[src/rtl/tetris_pkg.sv]
// Shared board geometry, cell type, colour codes and engine state encoding for the
// board memory arbiter and its clients.
package tetris_pkg;

    localparam int unsigned BOARD_COLS = 10;
    localparam int unsigned BOARD_ROWS = 20;
    localparam int unsigned CELL_W     = 3;
    localparam int unsigned ADDR_W     = 8;

    typedef logic [CELL_W-1:0] cell_t;

    localparam cell_t CellEmpty = 3'd0;
    localparam cell_t CellI     = 3'd1;
    localparam cell_t CellO     = 3'd2;
    localparam cell_t CellT     = 3'd3;
    localparam cell_t CellS     = 3'd4;
    localparam cell_t CellZ     = 3'd5;
    localparam cell_t CellJ     = 3'd6;
    localparam cell_t CellL     = 3'd7;

    typedef logic [2:0] eng_state_t;

    localparam eng_state_t StIdle     = 3'd0;
    localparam eng_state_t StClear    = 3'd1;
    localparam eng_state_t StShiftRd  = 3'd2;
    localparam eng_state_t StShiftWr  = 3'd3;
    localparam eng_state_t StShiftTop = 3'd4;
    localparam eng_state_t StDone     = 3'd5;

    function automatic int unsigned cell_addr(input int unsigned row, input int unsigned col,
                                              input int unsigned cols);
        return row * cols + col;
    endfunction

endpackage

[src/rtl/board_mem_arbiter_if.sv]
// Board memory access bus: video read port plus game-logic read/write port.
// master = requesters (renderer, game logic), slave = board_mem_arbiter.
interface board_mem_arbiter_if
    import tetris_pkg::*;
#(
    parameter int unsigned AW = ADDR_W,
    parameter int unsigned CW = CELL_W
);
    logic          vid_req;
    logic [AW-1:0] vid_addr;
    logic [CW-1:0] vid_rdata;

    logic          gl_req;
    logic          gl_we;
    logic [AW-1:0] gl_addr;
    logic [CW-1:0] gl_wdata;
    logic          gl_gnt;
    logic          gl_rvalid;
    logic [CW-1:0] gl_rdata;

    modport master (
        output vid_req, vid_addr, gl_req, gl_we, gl_addr, gl_wdata,
        input  vid_rdata, gl_gnt, gl_rvalid, gl_rdata
    );

    modport slave (
        input  vid_req, vid_addr, gl_req, gl_we, gl_addr, gl_wdata,
        output vid_rdata, gl_gnt, gl_rvalid, gl_rdata
    );
endinterface

[src/rtl/board_ram.sv]
// Single-port board storage with registered read; no reset so it maps onto block or
// distributed RAM.
module board_ram #(
    parameter int unsigned Depth = 200,
    parameter int unsigned AW    = 8,
    parameter int unsigned CW    = 3
) (
    input  logic          clk_i,
    input  logic          we_i,
    input  logic [AW-1:0] addr_i,
    input  logic [CW-1:0] wdata_i,
    output logic [CW-1:0] rdata_o
);

    logic [CW-1:0] mem_q [Depth];

    always_ff @(posedge clk_i) begin
        if (we_i) begin
            mem_q[addr_i] <= wdata_i;
        end
        rdata_o <= mem_q[addr_i];
    end

endmodule

[src/rtl/board_mem_arbiter.sv]
// Shares the single board RAM port: video > maintenance engine > game logic.
// Define BOARD_ARB_SHIFT_EN to build the row-shift engine; otherwise only clear exists.
module board_mem_arbiter
    import tetris_pkg::*;
#(
    parameter int unsigned COLS = BOARD_COLS,
    parameter int unsigned ROWS = BOARD_ROWS,
    parameter int unsigned CW   = CELL_W,
    parameter int unsigned AW   = ADDR_W
) (
    input  logic                clk_25MHz,
    input  logic                reset_n,
    board_mem_arbiter_if.slave  bus,
    input  logic                clear_start,
    input  logic                shift_start,
    input  logic [4:0]          shift_row,
    output logic                eng_busy,
    output logic                eng_done
);

    localparam int unsigned NumCells = ROWS * COLS;
    localparam int unsigned ColW     = (COLS > 1) ? $clog2(COLS) : 1;
    localparam logic [AW-1:0]   LastAddr = AW'(NumCells - 1);
    localparam logic [ColW-1:0] LastCol  = ColW'(COLS - 1);

    eng_state_t    state_q, state_d;
    logic [AW-1:0] clr_addr_q, clr_addr_d;

    logic          eng_we;
    logic [AW-1:0] eng_addr;
    logic [CW-1:0] eng_wdata;

    logic          ram_we;
    logic [AW-1:0] ram_addr;
    logic [CW-1:0] ram_wdata;
    logic [CW-1:0] ram_rdata;
    logic          addr_ok;

    logic          vid_rd_q, gl_rd_q, oor_q;
    logic          slot_free;

    assign slot_free  = ~bus.vid_req;
    assign eng_busy   = (state_q != StIdle);
    assign eng_done   = (state_q == StDone);
    assign bus.gl_gnt = bus.gl_req & ~bus.vid_req & ~eng_busy;

`ifdef BOARD_ARB_SHIFT_EN
    logic [4:0]      row_q, row_d;
    logic [ColW-1:0] col_q, col_d;
    logic [CW-1:0]   hold_q;
    logic            eng_re, eng_rd_q;
`else
    logic unused_shift;
    assign unused_shift = ^{shift_start, shift_row};
`endif

    always_comb begin
        state_d    = state_q;
        clr_addr_d = clr_addr_q;
        eng_we     = 1'b0;
        eng_addr   = clr_addr_q;
        eng_wdata  = '0;
`ifdef BOARD_ARB_SHIFT_EN
        row_d      = row_q;
        col_d      = col_q;
        eng_re     = 1'b0;
`endif
        case (state_q)
            StIdle: begin
                if (clear_start) begin
                    state_d    = StClear;
                    clr_addr_d = '0;
                end
`ifdef BOARD_ARB_SHIFT_EN
                else if (shift_start) begin
                    row_d = shift_row;
                    col_d = '0;
                    if (32'(shift_row) >= ROWS) begin
                        state_d = StDone;
                    end else if (shift_row == 5'd0) begin
                        state_d = StShiftTop;
                    end else begin
                        state_d = StShiftRd;
                    end
                end
`endif
            end
            StClear: begin
                if (slot_free) begin
                    eng_we = 1'b1;
                    if (clr_addr_q == LastAddr) begin
                        state_d = StDone;
                    end else begin
                        clr_addr_d = clr_addr_q + AW'(1);
                    end
                end
            end
`ifdef BOARD_ARB_SHIFT_EN
            StShiftRd: begin
                eng_addr = AW'(cell_addr(32'(row_q) - 32'd1, 32'(col_q), COLS));
                if (slot_free) begin
                    eng_re  = 1'b1;
                    state_d = StShiftWr;
                end
            end
            StShiftWr: begin
                eng_addr  = AW'(cell_addr(32'(row_q), 32'(col_q), COLS));
                // Fresh RAM output only in the cycle right after our read; else the held copy.
                eng_wdata = eng_rd_q ? ram_rdata : hold_q;
                if (slot_free) begin
                    eng_we  = 1'b1;
                    state_d = StShiftRd;
                    if (col_q == LastCol) begin
                        col_d = '0;
                        if (row_q == 5'd1) begin
                            state_d = StShiftTop;
                        end else begin
                            row_d = row_q - 5'd1;
                        end
                    end else begin
                        col_d = col_q + ColW'(1);
                    end
                end
            end
            StShiftTop: begin
                eng_addr = AW'(cell_addr(32'd0, 32'(col_q), COLS));
                if (slot_free) begin
                    eng_we = 1'b1;
                    if (col_q == LastCol) begin
                        state_d = StDone;
                    end else begin
                        col_d = col_q + ColW'(1);
                    end
                end
            end
`endif
            StDone:  state_d = StIdle;
            default: state_d = StIdle;
        endcase
    end

    always_comb begin
        ram_we    = 1'b0;
        ram_addr  = bus.gl_addr;
        ram_wdata = bus.gl_wdata;
        if (bus.vid_req) begin
            ram_addr = bus.vid_addr;
        end else if (eng_busy) begin
            ram_addr  = eng_addr;
            ram_we    = eng_we;
            ram_wdata = eng_wdata;
        end else if (bus.gl_req) begin
            ram_we = bus.gl_we;
        end
    end

    assign addr_ok = (32'(ram_addr) < NumCells);

    board_ram #(
        .Depth (NumCells),
        .AW    (AW),
        .CW    (CW)
    ) u_board_ram (
        .clk_i   (clk_25MHz),
        .we_i    (ram_we & addr_ok),
        .addr_i  (ram_addr),
        .wdata_i (ram_wdata),
        .rdata_o (ram_rdata)
    );

    always_ff @(posedge clk_25MHz or negedge reset_n) begin
        if (!reset_n) begin
            state_q    <= StIdle;
            clr_addr_q <= '0;
            vid_rd_q   <= 1'b0;
            gl_rd_q    <= 1'b0;
            oor_q      <= 1'b0;
        end else begin
            state_q    <= state_d;
            clr_addr_q <= clr_addr_d;
            vid_rd_q   <= bus.vid_req;
            gl_rd_q    <= bus.gl_gnt & ~bus.gl_we;
            oor_q      <= ~addr_ok;
        end
    end

`ifdef BOARD_ARB_SHIFT_EN
    always_ff @(posedge clk_25MHz or negedge reset_n) begin
        if (!reset_n) begin
            row_q    <= '0;
            col_q    <= '0;
            hold_q   <= '0;
            eng_rd_q <= 1'b0;
        end else begin
            row_q    <= row_d;
            col_q    <= col_d;
            eng_rd_q <= eng_re;
            if (eng_rd_q) begin
                hold_q <= ram_rdata;
            end
        end
    end
`endif

    // Read data is masked to 0 for out-of-range reads and outside the owner's data cycle.
    assign bus.vid_rdata = (vid_rd_q & ~oor_q) ? ram_rdata : '0;
    assign bus.gl_rvalid = gl_rd_q;
    assign bus.gl_rdata  = (gl_rd_q & ~oor_q) ? ram_rdata : '0;

endmodule

[src/flat_wrapper.sv]
// flat-port wrapper written by rule: the top's interface ports become plain ports
module board_mem_arbiter_flat import tetris_pkg::*;
#(
    parameter int unsigned COLS = BOARD_COLS,
    parameter int unsigned ROWS = BOARD_ROWS,
    parameter int unsigned CW   = CELL_W,
    parameter int unsigned AW   = ADDR_W
)
  (clk_25MHz, reset_n, clear_start, shift_start, shift_row, eng_busy, eng_done, bus_vid_req, bus_vid_addr, bus_gl_req, bus_gl_we, bus_gl_addr, bus_gl_wdata, bus_vid_rdata, bus_gl_gnt, bus_gl_rvalid, bus_gl_rdata);
  board_mem_arbiter_if #(.AW(AW), .CW(CW)) bus_i ();
  input  logic clk_25MHz;
  input  logic reset_n;
  input  logic clear_start;
  input  logic shift_start;
  input  logic [4:0] shift_row;
  output logic eng_busy;
  output logic eng_done;
  input wire logic [$bits(bus_i.vid_req)-1:0] bus_vid_req;
  input wire logic [$bits(bus_i.vid_addr)-1:0] bus_vid_addr;
  input wire logic [$bits(bus_i.gl_req)-1:0] bus_gl_req;
  input wire logic [$bits(bus_i.gl_we)-1:0] bus_gl_we;
  input wire logic [$bits(bus_i.gl_addr)-1:0] bus_gl_addr;
  input wire logic [$bits(bus_i.gl_wdata)-1:0] bus_gl_wdata;
  output wire logic [$bits(bus_i.vid_rdata)-1:0] bus_vid_rdata;
  output wire logic [$bits(bus_i.gl_gnt)-1:0] bus_gl_gnt;
  output wire logic [$bits(bus_i.gl_rvalid)-1:0] bus_gl_rvalid;
  output wire logic [$bits(bus_i.gl_rdata)-1:0] bus_gl_rdata;
  assign bus_i.vid_req = bus_vid_req;
  assign bus_i.vid_addr = bus_vid_addr;
  assign bus_i.gl_req = bus_gl_req;
  assign bus_i.gl_we = bus_gl_we;
  assign bus_i.gl_addr = bus_gl_addr;
  assign bus_i.gl_wdata = bus_gl_wdata;
  assign bus_vid_rdata = bus_i.vid_rdata;
  assign bus_gl_gnt = bus_i.gl_gnt;
  assign bus_gl_rvalid = bus_i.gl_rvalid;
  assign bus_gl_rdata = bus_i.gl_rdata;
  board_mem_arbiter #(.COLS(COLS), .ROWS(ROWS), .CW(CW), .AW(AW)) u_core (.clk_25MHz(clk_25MHz), .reset_n(reset_n), .bus(bus_i), .clear_start(clear_start), .shift_start(shift_start), .shift_row(shift_row), .eng_busy(eng_busy), .eng_done(eng_done));
endmodule
[config.mk]
export PLATFORM = sky130hd
export DESIGN_NAME = board_mem_arbiter_flat
export DESIGN_NICKNAME = d
export VERILOG_FILES = /design/src/rtl/tetris_pkg.sv /design/src/rtl/board_mem_arbiter_if.sv /design/src/rtl/board_ram.sv /design/src/rtl/board_mem_arbiter.sv /design/src/flat_wrapper.sv
export SDC_FILE = /design/constraint.sdc
export NUM_CORES = 1
export LEC_CHECK = 0
export ABC_AREA = 1
export ABC_CLOCK_PERIOD_IN_PS = 6800
export BUFFER_PORTS_ARGS = -buffer_cell sky130_fd_sc_hd__buf_4
export CAP_MARGIN = 20
export CORE_MARGIN = 3
export CORE_UTILIZATION = 40
export CTS_CLUSTER_DIAMETER = 200
export CTS_CLUSTER_SIZE = 12
export DETAILED_ROUTE_END_ITERATION = 8
export PLACE_DENSITY_LB_ADDON = 0.15
export SYNTH_ARGS = -nofsm -noshare
export SYNTH_HDL_FRONTEND = slang
export SYNTH_HIERARCHICAL = 1
export SYNTH_SLANG_ARGS = --single-unit
[constraint.sdc]
create_clock -name clk_25MHz -period 6.8 [get_ports clk_25MHz]
set_input_delay 0.68 -clock clk_25MHz [delete_from_list [all_inputs] [get_ports clk_25MHz]]
set_output_delay 0.68 -clock clk_25MHz [all_outputs]
set_load 0.01 [all_outputs]
==> results.yml <==
run_status:
  run_status: "completed"
floorplanning:
  die_h_um: 264.3
  die_x_um: 264.3
  die-area_sq_um: 69830
  start_util: 0.4051
  io_pins: 41
  num_rows: 94
  core_sq_um: 65860
grt:
  antenna_found_initial: 0
  grtUsageMet1: 0.2579
  grt_pass1_vias: 17880
  top_usage_layer: "met2"
  use_met3: 0.03008
  grtUsageMet2: 0.3260
  grt_first_pass_wirelength_um: 102900
  grt_overflow: 0
  grt.total_usage: 0.1918
  grt_max_degree: 201
worst_hold_path:
  hp-start: "bus_vid_req"
  min_path_cells: 1
  min_to: "u_core/vid_rd_q"
  hold_path_class: "in2reg"
critical_path:
  cp.arrival_ps: 4560
  worstSetupStartpoint: "u_core/state_q[0]"
  r2r_slack_ps: 2510
  r2r-start: "u_core/state_q[0]"
  r2r_end: "u_core/u_board_ram/mem_q[198][0]"
  required_ps: 7070
  critPathMaxFanout: 27
  worstSetupPathType: "reg2reg"
  worstSetupEndpointType: "flop"
  r2r_cells: 9
  critPathLaunchType: "flop"
placed_design:
  gp_congestion: 0.8410
  pre_cts_ws_ps: 2289
  dp.final_hpwl_um: 38530
  io_buffers: 34
sta:
  maxSlewHeadroom: 0.2283
  setup_violations: 0
  min_period_over_period: 0.6302
  slew_viol_final: 0
  finalHoldViolCount: 0
  fin_ws_ps: 2515
  rsz0062_at_grt: "no"
  finalCriticalPeriod_ps: 4285
  fmax_ghz: 0.2334
  clock_skew_ps: 28.02
  tightest_slew_ps: 1154
synthesis:
  ys_seq_elements: 616
  synthArstFlopShare: 0.02110
  ys.flop_type: "edfxtp_1"
  synth_edf_count: 600
  netlist_instances: 2699
  ys_warn_count: 6
  ys_seq_area_frac: 0.6898
  synth_nets: 2731
  synth.avg_cell_area_sq_um: 9.885
  synth_cell_type_count: 33
  syn_area_sq_um: 26680
flow_run:
  drv_cap: 0
clocking:
  clk_latency_ps: 620
  cts_resized: 0
  postCtsHoldBufs: 1
  max-clock-path-buffers: 3
  cts_root_buf: "clkbuf_16"
  clock-sinks: 616
  clkTransAtPathRegs_ps: 60
  cts_tree: "built"
  htreeDepth: 2
  cts_setup_buffers: 0
  cts_buffers: 57
power:
  vdd_drop_max_mv: 0.1739
  powerDensity_nw_per_um2: 296.9
  p_leak_uw: 0.01151
final_layout:
  drive_gt1_frac: 0.05240
  nets: 2711
  diodes: 0
  final_core_util: 0.4428
  areaGrowthSynthToFinish_pct: 9.309
drt:
  drt-vias-per-instance: 5.051
  wirelength_um: 67540
  drc_errors: 0
  num_vias: 17960
  ant_nets: 0
  drtIter0Drc: 1497
  first_pass_iters: 5
  wl_per_cell_um: 19.00
==> cells by family after synthesis <==
family                   after synthesis  synth area share
AND/OR/NAND/NOR                     1833            0.2648
flip-flops                           616            0.6898
buffers and inverters                195           0.03325
AO/OA/AOI/OAI                         54           0.01168
adder cells (fa/ha/maj)                1         0.0004689
==> through the flow <==
stage               power [uW]  instances  hold slack [ps]  instance area (sq um)  setup TNS (ps)
finish                    8658       3555            209.2                  29160               0
global route              9100       3555            193.3                  29160               0
CTS                       8759       3555            180.1                  29160               0
detailed placement        5941       3483            543.1                  27630               0
global placement          5929       3483            528.2                  27630               0
floorplan                 5438       2699            384.4                  26680          -15830
==> critical path, stage by stage (launching register included) <==
cell and delay (ps):
dfrtp_1 450, inv_2 80, nand2_1 160, nand2_1 170
o22ai_1 80, nor2_1 370, inv_1 280, nor2_4 680
nand3_1 1040, nor2_1 620
==> power breakdown <==
group	switching, uW	leakage [uW]	total [uW]	internal (uW)
clock	1310	0.000738	2810	1500
sequential	24.8	0.00566	4250	4230
combinational	1200	0.00511	1600	395
total	2540	0.0115	8660	6120
==> cell usage in the layout (no fill, tap or decap) <==
| cell | instances |
|---|---|
| nand2_1 | 1447 |
| edfxtp_1 | 600 |
| nor2_1 | 262 |
| nand3_1 | 86 |
| clkbuf_16 | 57 |
| inv_1 | 51 |
| buf_4 | 49 |
| o21ai_1 | 28 |
| nor3_1 | 13 |
| dfrtp_1 | 13 |
| clkbuf_1 | 11 |
| nor2_4 | 8 |
| inv_2 | 7 |
| nand4_1 | 6 |
| a22oi_1 | 6 |
| o21ai_2 | 5 |
| o21ai_0 | 5 |
| buf_12 | 5 |
| a21oi_1 | 4 |
| or2_1 | 3 |
| o22ai_1 | 3 |
| a31oi_1 | 3 |
| dfxtp_1 | 3 |
| inv_6 | 2 |
| or2_0 | 2 |
| nand2_4 | 2 |
| clkinv_8 | 1 |
| clkinv_16 | 1 |
| dlygate4sd3_1 | 1 |
| nor2_2 | 1 |
| nand3b_1 | 1 |
| clkinv_1 | 1 |
| or2_2 | 1 |
| ha_1 | 1 |
| inv_4 | 1 |
| nand2_2 | 1 |
==> cells in the mapped netlist (9+ instances only) <==
cell | number | share of area
inv_1 | 51 | 0.0072
o21ai_1 | 28 | 0.0053
nor3_1 | 13 | 0.0024
nor2_1 | 269 | 0.038
buf_1 | 13 | 0.0018
clkbuf_1 | 39 | 0.0055
nand3_1 | 86 | 0.016
edfxtp_1 | 600 | 0.68
inv_2 | 9 | 0.0013
buf_2 | 72 | 0.014
nand2_1 | 1447 | 0.20
dfrtp_1 | 13 | 0.012
==> state kept, by name, summed over array words and instances (netlist names) <==
register,count
u_core/u_board_ram/mem_q,600
u_core/clr_addr_q,8
u_core/u_board_ram/rdata_o,3
u_core/state_q,2
u_core/bus.gl_rvalid,1
u_core/oor_q,1
u_core/vid_rd_q,1
==> cell type report <==
cell class,count,area [sq um]
repair buffers,55,478.0
clock buffers,68,1468
inverters,61,236.5
well taps,864,1081
multi-input cells,1888,7442
clock inverters,3,55.05
fillers,6289,36700
flip-flops and latches,616,18400
==> layer usage <==
layer	wire length [um]	part of all wire
met4	1396	0.021
met3	3488	0.052
met1	30130	0.45
met2	32520	0.48
met5	0	0
==> how the worst max path moves through the flow <==
stage	end	slack, ps
after floorplan	u_core/u_board_ram/mem_q[0][1]	-40
after detailed placement	u_core/u_board_ram/mem_q[198][2]	2290
after CTS	u_core/u_board_ram/mem_q[198][0]	2510
after global placement	u_core/u_board_ram/mem_q[150][0]	2400
final	u_core/u_board_ram/mem_q[198][0]	2510
after global routing	u_core/u_board_ram/mem_q[198][0]	2240
(Power assumes the default switching activity.)
